==> src/rtl/aes_pkg.sv <==
// Shared types and constants for the AES SPI front end.
// Widths here match the default 128-bit key and block.
package aes_pkg;

  typedef enum logic [1:0] {IDLE, RX, WAIT_DONE, TX} spi_state_t;

  localparam int FRAME_BITS  = 256;
  localparam int RESULT_BITS = 128;
  localparam int CNT_W       = 9;

  // The bit counter saturates so a runaway frame can never wrap back to a legal count.
  function automatic logic [CNT_W-1:0] sat_inc(input logic [CNT_W-1:0] v);
    return (v == '1) ? v : v + 1'b1;
  endfunction

endpackage

==> src/rtl/aes_spi_frontend_sync_edge.sv <==
// Multi-flop pin synchronizer with one extra flop for rise/fall strobes.
module sync_edge #(
  parameter int SYNC_STAGES = 2
) (
  input  logic clk,
  input  logic reset_n,
  input  logic d,
  output logic q,
  output logic rise,
  output logic fall
);

  logic [SYNC_STAGES-1:0] sync_q, sync_d;
  logic                   prev_q, prev_d;

  always_comb begin
    sync_d = {sync_q[SYNC_STAGES-2:0], d};
    prev_d = sync_q[SYNC_STAGES-1];
  end

  always_ff @(posedge clk or negedge reset_n) begin
    if (!reset_n) begin
      sync_q <= '0;
      prev_q <= 1'b0;
    end else begin
      sync_q <= sync_d;
      prev_q <= prev_d;
    end
  end

  assign q    = sync_q[SYNC_STAGES-1];
  assign rise = q & ~prev_q;
  assign fall = ~q & prev_q;

endmodule

==> src/rtl/aes_spi_frontend.sv <==
// SPI slave feeding key/plaintext frames to the AES controller and
// returning the ciphertext to the MCU, all in the clk domain.
module aes_spi_frontend
  import aes_pkg::*;
#(
  parameter int KEY_W       = 128,
  parameter int TXT_W       = 128,
  parameter int SYNC_STAGES = 2
) (
  input  logic             clk,
  input  logic             reset_n,
  input  logic             sck,
  input  logic             sdi,
  input  logic             ce,
  output logic             sdo,
  input  logic             core_done,
  input  logic [TXT_W-1:0] cyphertext,
  output logic             load,
  output logic [KEY_W-1:0] key,
  output logic [TXT_W-1:0] plaintext,
  output logic             done,
  output logic             frame_err
);

  localparam int               FRAME_W    = KEY_W + TXT_W;
  localparam logic [CNT_W-1:0] FRAME_CNT  = CNT_W'(FRAME_W);
  localparam logic [CNT_W-1:0] RESULT_CNT = CNT_W'(TXT_W);

  logic sck_rise, sck_fall, sdi_s, ce_rise, ce_fall;
  logic sck_s_unused, ce_s_unused, sdi_rise_unused, sdi_fall_unused;

  sync_edge #(.SYNC_STAGES(SYNC_STAGES)) u_sync_sck (
    .clk(clk), .reset_n(reset_n), .d(sck),
    .q(sck_s_unused), .rise(sck_rise), .fall(sck_fall)
  );
  sync_edge #(.SYNC_STAGES(SYNC_STAGES)) u_sync_sdi (
    .clk(clk), .reset_n(reset_n), .d(sdi),
    .q(sdi_s), .rise(sdi_rise_unused), .fall(sdi_fall_unused)
  );
  sync_edge #(.SYNC_STAGES(SYNC_STAGES)) u_sync_ce (
    .clk(clk), .reset_n(reset_n), .d(ce),
    .q(ce_s_unused), .rise(ce_rise), .fall(ce_fall)
  );

  spi_state_t       state_q, state_d;
  logic [CNT_W-1:0] cnt_q, cnt_d;
  logic [FRAME_W-1:0] rx_shift_q, rx_shift_d;
  logic [TXT_W-1:0] tx_shift_q, tx_shift_d;
  logic [KEY_W-1:0] key_q, key_d;
  logic [TXT_W-1:0] pt_q, pt_d;
  logic sdo_q, sdo_d, load_q, load_d, load_pend_q, load_pend_d;
  logic done_q, done_d, frame_err_q, frame_err_d;
  logic core_done_prev_q, core_done_prev_d, core_done_rise;

  assign core_done_rise = core_done & ~core_done_prev_q;

  always_comb begin
    state_d          = state_q;
    cnt_d            = cnt_q;
    rx_shift_d       = rx_shift_q;
    tx_shift_d       = tx_shift_q;
    key_d            = key_q;
    pt_d             = pt_q;
    sdo_d            = sdo_q;
    done_d           = done_q;
    load_d           = 1'b0;
    load_pend_d      = 1'b0;
    frame_err_d      = 1'b0;
    core_done_prev_d = core_done;

    // Capture happens one cycle after the accepting ce_fall so a same-cycle final shift lands first.
    if (load_pend_q) begin
      key_d  = rx_shift_q[FRAME_W-1:TXT_W];
      pt_d   = rx_shift_q[TXT_W-1:0];
      load_d = 1'b1;
    end

    unique case (state_q)
      IDLE: begin
        if (ce_rise) begin
          cnt_d      = '0;
          rx_shift_d = '0;
          done_d     = 1'b0;
          state_d    = RX;
        end
      end
      RX: begin
        if (sck_rise) begin
          rx_shift_d = {rx_shift_q[FRAME_W-2:0], sdi_s};
          cnt_d      = sat_inc(cnt_q);
        end
        if (ce_fall) begin
          if (cnt_d == FRAME_CNT) begin
            load_pend_d = 1'b1;
            state_d     = WAIT_DONE;
          end else begin
            frame_err_d = 1'b1;
            state_d     = IDLE;
          end
        end
      end
      WAIT_DONE: begin
        if (ce_rise) begin
          cnt_d      = '0;
          rx_shift_d = '0;
          done_d     = 1'b0;
          state_d    = RX;
        end else if (core_done_rise) begin
          tx_shift_d = cyphertext;
          sdo_d      = cyphertext[TXT_W-1];
          cnt_d      = '0;
          done_d     = 1'b1;
          state_d    = TX;
        end
      end
      TX: begin
        if (ce_rise) begin
          cnt_d      = '0;
          rx_shift_d = '0;
          done_d     = 1'b0;
          state_d    = RX;
        end else if (sck_fall) begin
          tx_shift_d = {tx_shift_q[TXT_W-2:0], 1'b0};
          sdo_d      = tx_shift_q[TXT_W-2];
          cnt_d      = sat_inc(cnt_q);
          if (cnt_d == RESULT_CNT) begin
            done_d  = 1'b0;
            state_d = IDLE;
          end
        end
      end
      default: state_d = IDLE;
    endcase
  end

  always_ff @(posedge clk or negedge reset_n) begin
    if (!reset_n) begin
      state_q          <= IDLE;
      cnt_q            <= '0;
      rx_shift_q       <= '0;
      tx_shift_q       <= '0;
      key_q            <= '0;
      pt_q             <= '0;
      sdo_q            <= 1'b0;
      done_q           <= 1'b0;
      load_q           <= 1'b0;
      load_pend_q      <= 1'b0;
      frame_err_q      <= 1'b0;
      core_done_prev_q <= 1'b0;
    end else begin
      state_q          <= state_d;
      cnt_q            <= cnt_d;
      rx_shift_q       <= rx_shift_d;
      tx_shift_q       <= tx_shift_d;
      key_q            <= key_d;
      pt_q             <= pt_d;
      sdo_q            <= sdo_d;
      done_q           <= done_d;
      load_q           <= load_d;
      load_pend_q      <= load_pend_d;
      frame_err_q      <= frame_err_d;
      core_done_prev_q <= core_done_prev_d;
    end
  end

  assign sdo       = sdo_q;
  assign load      = load_q;
  assign key       = key_q;
  assign plaintext = pt_q;
  assign done      = done_q;
  assign frame_err = frame_err_q;

endmodule

==> config.mk <==
export PLATFORM = sky130hd
export DESIGN_NAME = aes_spi_frontend
export DESIGN_NICKNAME = d
export VERILOG_FILES = /design/src/rtl/aes_pkg.sv /design/src/rtl/aes_spi_frontend_sync_edge.sv /design/src/rtl/aes_spi_frontend.sv
export SDC_FILE = /design/constraint.sdc
export NUM_CORES = 1
export LEC_CHECK = 0
export BUFFER_PORTS_ARGS = -buffer_cell sky130_fd_sc_hd__buf_4
export CORE_MARGIN = 4
export CORE_UTILIZATION = 41
export DETAILED_ROUTE_END_ITERATION = 10
export GPL_ROUTABILITY_DRIVEN = 0
export GPL_TIMING_DRIVEN = 0
export PLACE_DENSITY = 0.69
export SETUP_SLACK_MARGIN = 0.15
export SLEW_MARGIN = 20
export SYNTH_ARGS = -nofsm -noshare
export SYNTH_HDL_FRONTEND = slang
export SYNTH_HIERARCHICAL = 1
export SYNTH_SLANG_ARGS = --single-unit
export TNS_END_PERCENT = 10
==> constraint.sdc <==
create_clock -name clk -period 2.75 [get_ports clk]
set_clock_uncertainty 0.1 [all_clocks]
set_input_delay 0.275 -clock clk [delete_from_list [all_inputs] [get_ports clk]]
set_output_delay 0.275 -clock clk [all_outputs]
set_load 0.005 [all_outputs]
* After elaboration in Yosys (flattened, before gate mapping)
Index checks and enable logic that the tools add are counted.
** Word-level totals
- Register bits :: 664
- Bits of input ports :: 134
- Word-level logic and storage cells :: 99
** Cells by class
- Add/subtract/negate cells :: 1
- Eq/ne operators :: 17
- Mux-type cells :: 45
- Bitwise operators :: 10
- Reduce and logical (&&, ||, !) cells :: 9
** Operators by type and width (count)
- $mux W256 :: 2
- $pmux W256 S2 :: 1
- $mux W127 :: 4
- $pmux W127 S2 :: 1
- $mux W9 :: 8
- $pmux W9 S4 :: 1
- $eq A9 B9 Y1 const B :: 2
- $mux W1 :: 17
- $mux W2 :: 8
- $reduce_and A5 Y1 :: 3
- $ne A2 B2 Y1 const B :: 7
- $add A9 B1 Y9 const B :: 1
- $eq A9 B8 Y1 const B :: 1
- $ne A3 B3 Y1 const B :: 3
- $pmux W2 S4 :: 1
- $and A1 B1 Y1 :: 5
- $not A1 Y1 :: 5
- $eq A2 B2 Y1 const B :: 2
- $pmux W1 S3 :: 1
- $reduce_and A3 Y1 :: 1
- $reduce_bool A3 Y1 :: 1
- $reduce_or A3 Y1 :: 1
- $eq A2 B1 Y1 const B :: 1
- $logic_not A2 Y1 :: 1
- 4 further kinds :: 4

* Logic depth before layout (Yosys ltp)
- Depth after elaboration :: 8
- Depth in mapped cells :: 10

* Hierarchy
The synthesis kept the hierarchy.
** By module, submodules not included
- aes_spi_frontend :: times used 1, cells an instance 1817, area each 25414.4 µm², seq. area each 16415.7 µm²
- sync_edge :: times used 3, cells an instance 5, area each 90.1 µm², seq. area each 75.1 µm²

* Least setup slack after synthesis
No wires, ideal clock.
- Path type :: flip-flop to flip-flop
- From :: register cnt_q[1]
- To :: register done_q (netlist: done)
- Library setup time :: 0.120 ns
- Arrival time :: 1.800 ns
- Data required time :: 2.530 ns
- Path slack :: 0.730 ns
- Stages on the path, launching flop included :: 8
- Buffers on the path :: 1
- Cells stage by stage :: dfrtp_1 -> ha_1 -> buf_2 -> xor2_1 -> nor4b_1 -> o211ai_1 -> or3_1 -> a31o_1
** On the way
- Longest elaborated chain between the ends :: 5
- Elaborated cells between the ends (all ways) :: 6
- Those cells by class :: add/sub (1); eq/ne (3); mux (1); reduce/logical (1)
** RTL lines
- start: declaration :: RTL line aes_spi_frontend.sv:46 : logic [CNT_W-1:0] cnt_q, cnt_d;
- start signal: assignment :: RTL line aes_spi_frontend.sv:152 : cnt_q <= cnt_d;
- $add A9 B1 Y9 or $eq A9 B9 Y1 (tied branches) :: RTL line aes_pkg.sv:13 : return (v == '1) ? v : v + 1'b1;
- $mux W9 * :: RTL line aes_pkg.sv:13
- $eq A9 B8 Y1 * :: RTL line aes_spi_frontend.sv:126 : if (cnt_d == RESULT_CNT) begin
- $ne A3 B3 Y1 (no source line) *
- $reduce_and A5 Y1 (no source line) *
- end signal: assignment :: RTL line aes_spi_frontend.sv:158 : done_q <= done_d;
- end: declaration :: RTL line aes_spi_frontend.sv:52 : logic done_q, done_d, frame_err_q, frame_err_d;
Mark *: on every way between the ends. The rest lies on a longest branch, timed or not.
A chain may end at the register's enable or synchronous reset.

* Final worst setup path
- From :: register u_sync_ce.prev_q
- To :: register tx_shift_q[89]
** On the way
- Longest elaborated chain between the ends :: 4
- Elaborated cells between the ends (all ways) :: 5
- Those cells by class :: eq/ne (2); bitwise (2); reduce/logical (1)
** RTL lines
- start: declaration :: RTL line aes_spi_frontend_sync_edge.sv:14 : logic prev_q, prev_d;
- start signal: assignment :: RTL line aes_spi_frontend_sync_edge.sv:27 : prev_q <= prev_d;
- $not A1 Y1 * :: RTL line aes_spi_frontend_sync_edge.sv:32 : assign rise = q & ~prev_q;
- $and A1 B1 Y1 * :: RTL line aes_spi_frontend_sync_edge.sv:32
- named net ce_rise :: RTL line aes_spi_frontend.sv:29 : logic sck_rise, sck_fall, sdi_s, ce_rise, ce_fall;
- $ne A2 B2 Y1 (no source line)
- $reduce_and A5 Y1 (no source line) *
- end signal: assignment :: RTL line aes_spi_frontend.sv:154 : tx_shift_q <= tx_shift_d;
- end: declaration :: RTL line aes_spi_frontend.sv:48 : logic [TXT_W-1:0] tx_shift_q, tx_shift_d;
The timed path passes the listed nets; every way through them passes the cells marked *.

==> impl_metrics.tcl <==
set metrics [dict create \
    status "finished, final reports clean" \
    r2r-end "tx_shift_q[89]" \
    synth_cells 1829 \
    holdWs_ns 0.06957 \
    detailed_place_hpwl_mm 44.48 \
    fin_area_um2 33620 \
    r2r_cells 10 \
    setup_viol 0 \
    drt_pre_antenna_iters 6 \
    fill_cells 4954 \
    fmax_mhz 409.9 \
    cp_slowest_cell "dfrtp_1" \
    yosys_warnings 6 \
    fin_util_pct 54.38 \
    hold_path_class "primary input to asynchronous set/reset pin" \
    grtUsageTotal_pct 19.29 \
    die-area_um2 66610 \
    initial_utilization_pct 41.48 \
    io_buffers 393 \
    grt_pass1_wl_mm 104.0 \
    via_per_inst 5.183 \
    cpMostUsedCell "nand2_1" \
    ios 394 \
    die_h_um 258.1 \
    wl_per_cell_um 19.38 \
    syn-cell-area_um2 25640 \
    clockRootBuffer "clkbuf_16" \
    crit_family "buffers and inverters" \
    path_buf_inv 5 \
    crit_end "tx_shift_q[89]" \
    clk_latency_ns 0.60 \
    worstMarginPinSlew_ns 0.7877 \
    core_area_um2 61830 \
    path_cells "nor2b_4 > inv_2 > nand2_1 > or2_1 > buf_2 > clkbuf_4 > buf_6 > buf_4 > nand2_1 > o21ai_1" \
    period_needed_ns 2.440 \
    slew-limit-headroom_pct 47.49 \
    leakagePower_nw 17.54 \
    reg2reg_slack_ns 0.31 \
    finalHoldViolCount 0 \
    antenna_left 0 \
    via_count 17250 \
    critPathKind "register to register" \
    multi_input_area_um2 8378 \
    fin_crit_sh_pct 88.71 \
    slowest_delay_ns 0.40 \
    grt_pass1_vias 18700 \
    setup_tns_ns 0 \
    cp_data_required_time_ns 3.14 \
    synth.net_count 1964 \
    num_rows 91 \
    h-tree-depth 3 \
    cts_sinks 664 \
    post_cts_buffers 0 \
    drt_wl_total_mm 64.48 \
    path_clk_slew_ns 0.06 \
    finalMaxSlewViolations 0 \
    clockBufferDepth 3 \
    grt_max_degree 108 \
    cts_made_buffers 71 \
    crit_arrival_ns 2.83 \
    crit_fanout 10 \
    crit_path_start "u_sync_ce/prev_q" \
    areaGrowthSynthToFinish_pct 31.10 \
    cts_tree "done" \
    vdd_drop_max_v 0.0003900 \
    r2r-start "u_sync_ce/prev_q" \
    fin_nets 2570 \
    critPathLaunchType "register" \
    critPathCaptureType "register" \
    seqCellArea_um2 16620 \
    gr-total-overflow 0 \
    dieWidth_um 258.1 \
    grt_setup_unrepaired "no" \
    layout-drive-gt1-share_pct 34.53 \
    cp.depth 10 \
    placement.cell_area_um2 29850 \
    drc 0 \
    first_iter_violations 1324 \
    synth_area_per_cell_um2 14.02 \
    antenna_found_initial 3 \
    p_per_area_nw_per_um2 645.0 \
    max_cap_viol_count 0 \
]
## cells in the final DEF, fill, tap and decap left out, types with 8 or more instances in the layout
cell           count
dfrtp_1          664
buf_4            397
mux2_2           257
a22o_1           257
nand2_1          147
dlygate4sd3_1    133
o21ai_1          129
mux2i_1          128
clkbuf_1          72
clkbuf_16         72
buf_2             60
clkbuf_8          15
a21oi_1           11
clkinv_2          11
nor2_1             8
## power by group
group	total (mW)	switching, mW	internal (mW)
clock	9.78	3.95	5.83
combinational	1.54	0.899	0.637
sequential	10.4	0.222	10.1
total	21.7	5.07	16.6
## what timing repair did
action,4_1_cts,5_1_grt
hold endpoints to repair,354,0
hold buffers,133,0
gates resized for setup,1,6
setup endpoints to repair,188,330
## worst min-delay path by stage
stage | startpoint | to | slack [ns] | depth (start not counted)
2_1_floorplan | reset_n | cnt_q[0] | -0.12 | 0
3_3_place_gp | u_sync_sck/sync_q[0] | u_sync_sck/sync_q[1] | 0.24 | 0
3_5_place_dp | reset_n | tx_shift_q[69] | 0.11 | 1
4_1_cts | reset_n | tx_shift_q[69] | 0.04 | 2
5_1_grt | reset_n | tx_shift_q[69] | 0.09 | 2
6_report | reset_n | tx_shift_q[69] | 0.07 | 2
## registers in the layout, summed over array words and instances, names as in the netlist, 2 cells and up
| name | count |
|---|---|
| cnt_q | 9 |
| key | 128 |
| plaintext | 128 |
| rx_shift_q | 256 |
| state_q | 2 |
| tx_shift_q | 127 |
| u_sync_ce/sync_q | 2 |
| u_sync_sck/sync_q | 2 |
| u_sync_sdi/sync_q | 2 |
## cell type report
type / count / share of cell area (%)
Antenna cell: 3 / 0.02233
Multi-Input combinational cell: 1020 / 24.92
Buffer: 140 / 1.950
Timing Repair Buffer: 533 / 13.33
Clock inverter: 28 / 1.090
Clock buffer: 98 / 6.096
Tap cell: 837 / 3.115
Sequential cell: 664 / 49.42
Inverter: 5 / 0.05582
## per-stage QoR
stage	instances	setup slack [ns]	power, mW
after floorplan	1829	0.7301	11.21
after CTS	3325	0.07774	21.94
final	3328	0.3104	21.69
after detailed placement	3066	0.02756	11.90
after global routing	3328	0.1612	22.61
after global placement	3059	-5.723	11.80
## routing by layer
metal	global-route usage (%)	wire length [um]
met1	24.42	26820
met2	31.84	31090
met3	6.247	5296
met4	5.818	1280
met5	0	0
No activity file was read; power rests on OpenSTA's default activity.
